===== src/rtl/fifo_rd_ctrl.sv =====
// Read-side controller for the single-clock FIFO: issues RAM reads against the
// writer pointer and presents words first-word-fall-through via a 2-entry buffer.
module fifo_rd_ctrl #(
    parameter int DW = 8,
    parameter int AW = 5
) (
    input  logic          clk,
    input  logic          rstn,
    input  logic [AW:0]   wr_ptr,
    input  logic [DW-1:0] mem_rdata,
    input  logic          dout_ready,
    output logic          mem_rd_en,
    output logic [AW-1:0] mem_raddr,
    output logic [AW:0]   rd_ptr,
    output logic          empty,
    output logic [AW:0]   level,
    output logic [DW-1:0] dout,
    output logic          dout_valid,
    output logic          ovf_err
);

    logic          inflight_p1;
    logic [1:0]    buf_cnt;
    logic [DW-1:0] tail;
    logic          pop;
    logic [2:0]    occ;
    logic          overrun;
    logic [1:0]    cnt_nxt;
    logic [DW-1:0] head_nxt;
    logic [DW-1:0] tail_nxt;

    // Stage p0: issue decision against the live writer pointer
    assign empty     = (rd_ptr == wr_ptr);
    assign level     = wr_ptr - rd_ptr;
    assign mem_raddr = rd_ptr[AW-1:0];
    assign pop       = dout_valid & dout_ready;
    assign occ       = {1'b0, buf_cnt} + {2'b00, inflight_p1};
    assign mem_rd_en = rstn & ~empty & (occ < (3'd2 + {2'b00, pop}));
    assign overrun   = level[AW] & (|level[AW-1:0]);

    // Stage p1: capture returning RAM data behind any surviving entry
    always_comb begin
        head_nxt = dout;
        tail_nxt = tail;
        cnt_nxt  = buf_cnt;
        if (pop) begin
            cnt_nxt = buf_cnt - 2'd1;
            if (buf_cnt == 2'd2) begin
                head_nxt = tail;
            end
        end
        if (inflight_p1) begin
            if (cnt_nxt == 2'd0) begin
                head_nxt = mem_rdata;
            end else begin
                tail_nxt = mem_rdata;
            end
            cnt_nxt = cnt_nxt + 2'd1;
        end
    end

    always_ff @(posedge clk or negedge rstn) begin
        if (!rstn) begin
            rd_ptr      <= '0;
            inflight_p1 <= 1'b0;
            buf_cnt     <= 2'd0;
            dout        <= '0;
            tail        <= '0;
            dout_valid  <= 1'b0;
            ovf_err     <= 1'b0;
        end else begin
            if (mem_rd_en) begin
                rd_ptr <= rd_ptr + {{AW{1'b0}}, 1'b1};
            end
            inflight_p1 <= mem_rd_en;
            buf_cnt     <= cnt_nxt;
            dout        <= head_nxt;
            tail        <= tail_nxt;
            dout_valid  <= (cnt_nxt != 2'd0);
            if (overrun) begin
                ovf_err <= 1'b1;
            end
        end
    end

endmodule


===== config.mk =====
export PLATFORM = sky130hd
export DESIGN_NAME = fifo_rd_ctrl
export DESIGN_NICKNAME = d
export VERILOG_FILES = /design/src/rtl/fifo_rd_ctrl.sv
export SDC_FILE = /design/constraint.sdc
export NUM_CORES = 1
export LEC_CHECK = 0
export ABC_CLOCK_PERIOD_IN_PS = 3900
export BUFFER_PORTS_ARGS = -buffer_cell sky130_fd_sc_hd__buf_2
export CORE_UTILIZATION = 54
export DETAILED_ROUTE_END_ITERATION = 7
export PLACE_DENSITY_LB_ADDON = 0.08
export SLEW_MARGIN = 20
export SYNTH_ARGS = -nofsm -noshare
export SYNTH_HDL_FRONTEND = slang
export SYNTH_SLANG_ARGS = --single-unit

===== constraint.sdc =====
create_clock -name clk -period 3.9 [get_ports clk]
set_clock_uncertainty 0.15 [all_clocks]
set_input_delay 0.78 -clock clk [delete_from_list [all_inputs] [get_ports clk]]
set_output_delay 0.78 -clock clk [all_outputs]
set_load 0.02 [all_outputs]

==> results_dict.tcl <==
set metrics [dict create \
    grt_pass1_vias 974 \
    initial_core_util 0.583 \
    avgSynthCellArea_um2 10.9 \
    crit_required_ns 2.97 \
    dr.pass1.iters 4 \
    antenna_cells 0 \
    nNetsFinal 206 \
    tritoncts "yes" \
    area_delta_synth_final_pct 16.9 \
    detail-route-antenna-nets 0 \
    cts_root_buf "clkbuf_4" \
    yosysMostFrequentCell "dfrtp_1" \
    ctsHoldBuffers 0 \
    fin_setup_tns_ns 0 \
    r2r_slack_ns 1.59 \
    max_freq_ghz 0.301 \
    wl_met3_um 157 \
    clock_latency_ns 0.33 \
    maxCapViolCount 0 \
    finalPower_mw 1.52 \
    ff2ff_path_depth 5 \
    fp.dieW_um 54.2 \
    path_clk_slew_ns 0.15 \
    hold_viol 0 \
    rr_startpoint "rd_ptr[0]$_DFFE_PN0P_" \
    fin_ws_ns 0.578 \
    place_inst 203 \
    worstMarginPinSlew_ns 0.688 \
    synth_enable_flop_cells 0 \
    cts_resized 0 \
    maxSlewHeadroom 0.540 \
    rows 18 \
    ys_seq_area_frac 0.460 \
    io_buffers 45 \
    grt_overflow_total 0 \
    cts_inserted_buffers 3 \
    ir_worst_vdd_v 0.000592 \
    p_leak_nw 0.883 \
    htreeDepth 1 \
    vias_per_cell 5.38 \
    design.core.area_um2 2520 \
    period_minus_slack_ns 3.32 \
    critical_path.max_fanout 6 \
    drtIter0Drc 26 \
    dpl.hpwl_mm 2.15 \
    netlist.area_leader.share 0.460 \
    layout.cells.non_filler 207 \
    final_core_util 0.681 \
    postCtsSetupBuffers 0 \
    die_h_um 54.2 \
    clkSinkCount 27 \
    synth_ff_type "dfrtp_1" \
    dieArea_um2 2930 \
    netlist_instances 135 \
    grt_pass1_wl_mm 4.22 \
    wl_met2_mm 1.36 \
    synth.distinct_cells 33 \
    min_path_type "in -> async" \
    synth-seq-cells 27 \
    async_reset_ff_frac 1.00 \
    end_kind "output pin" \
    synth_common_cells "dfrtp_1, nand2_1, inv_1" \
    highest_layer "met4" \
    place_congestion 0.966 \
    crit_type "reg -> out" \
    preCtsSetupSlack_ns 0.637 \
    yosys-top-cells-area "dfrtp_1, ha_1, mux2i_1, mux2_2, xnor2_1" \
    syn-num-nets 163 \
    yosysTopAreaCell "dfrtp_1" \
    num_vias 1114 \
    drc_errors 0 \
    cp-start-kind "flop" \
    run_status "complete, no violations" \
    timing.final.max_slew_violations 0 \
    yosysWarnings 0 \
    top_level_ports 46 \
    avgRoutedWirePerCell_um 13.5 \
    p_per_area_nw_per_um2 887 \
    nFillCells 220 \
    arrival_ns 2.39 \
    rsz0062_at_grt "false" \
    grt_max_degree 28 \
    grt.total_usage 0.211 \
    drive_gt1_frac 0.339 \
    clockBufferDepth 2 \
    worstReg2RegEnd "ovf_err$_DFFE_PN0P_" \
    antenna_found_initial 0 \
    syn_area_um2 1470 \
    wl_mm 2.80 \
    wirelength_met1_mm 1.23 \
    period_share 0.852 \
    setup_violations 0 \
]
==> worst max-delay path: stages (launching register included) <==
cell and delay, ns:
dfrtp_1 0.49, inv_1 0.11, ha_1 0.30, nor2b_1 0.15, o311a_1 0.32, or4_1 0.40
nand3_1 0.12, buf_2 0.17
==> sequential cells by signal, indices dropped and copies added (netlist names) <==
| signal | count |
|---|---|
| buf_cnt | 2 |
| tail | 8 |
| rd_ptr | 6 |
| ovf_err | 1 |
| dout | 8 |
| inflight_p1 | 1 |
| dout_valid | 1 |
==> layer usage <==
metal	up-vias	GRT usage
met2	45	0.337
met1	522	0.273
met4	0	0.103
li1	543	-
met3	4	0.0367
met5	-	0
==> cell type report <==
class / count / area (um2) / area share
tap: 30 / 37.5 / 0.0218
clock inverter: 1 / 7.51 / 0.00437
clock buffer: 3 / 22.5 / 0.0131
timing repair buffer: 46 / 233 / 0.135
multi-input combinational: 89 / 701 / 0.408
inverter: 11 / 41.3 / 0.0240
sequential: 27 / 676 / 0.393
==> cell families after synthesis <==
family                   after synthesis  synth area share
AND/OR/NAND/NOR                       32             0.113
flip-flops                            27             0.460
AO/OA/AOI/OAI                         19            0.0774
buffers and inverters                 19            0.0638
multiplexers                          17             0.123
adder cells (fa/ha/maj)               11            0.0987
XOR/XNOR                              10            0.0647
==> per-stage QoR <==
step,cell area [um2],hold WS [ns]
2_1_floorplan,1470,0.330
3_3_place_gp,1690,0.338
3_5_place_dp,1690,0.347
4_1_cts,1720,0.297
5_1_grt,1720,0.307
6_report,1720,0.296
==> power by group <==
group	switching, mW	internal (mW)	leakage [nW]
registers	0.0993	0.413	0.320
clock network	0.0884	0.0393	0.0139
logic	0.521	0.362	0.548
total	0.709	0.814	0.883
==> worst max path at each step <==
stage                                     start  endpoint  cells past startpoint
final                     rd_ptr[1]$_DFFE_PN0P_  level[5]                      7
after global routing      rd_ptr[1]$_DFFE_PN0P_  level[5]                      7
after CTS                 rd_ptr[1]$_DFFE_PN0P_  level[5]                      7
after detailed placement              wr_ptr[1]  level[5]                      7
after global placement                wr_ptr[1]  level[5]                      7
after floorplan                       wr_ptr[1]  level[5]                      5
==> cells in the final DEF, fill, tap and decap left out, types with 2 or more instances in the layout <==
master and count:
nand3_1 4, nor2_1 3, clkbuf_4 3, mux2_2 8
nand4_1 2, mux2i_1 9, buf_2 45, or4_1 2
ha_1 10, a21oi_1 4, o21ai_0 7, xnor2_1 8
dfrtp_1 27, inv_1 11, o21ai_1 3, nand2_1 13
No activity file was read; power rests on OpenSTA's default activity.
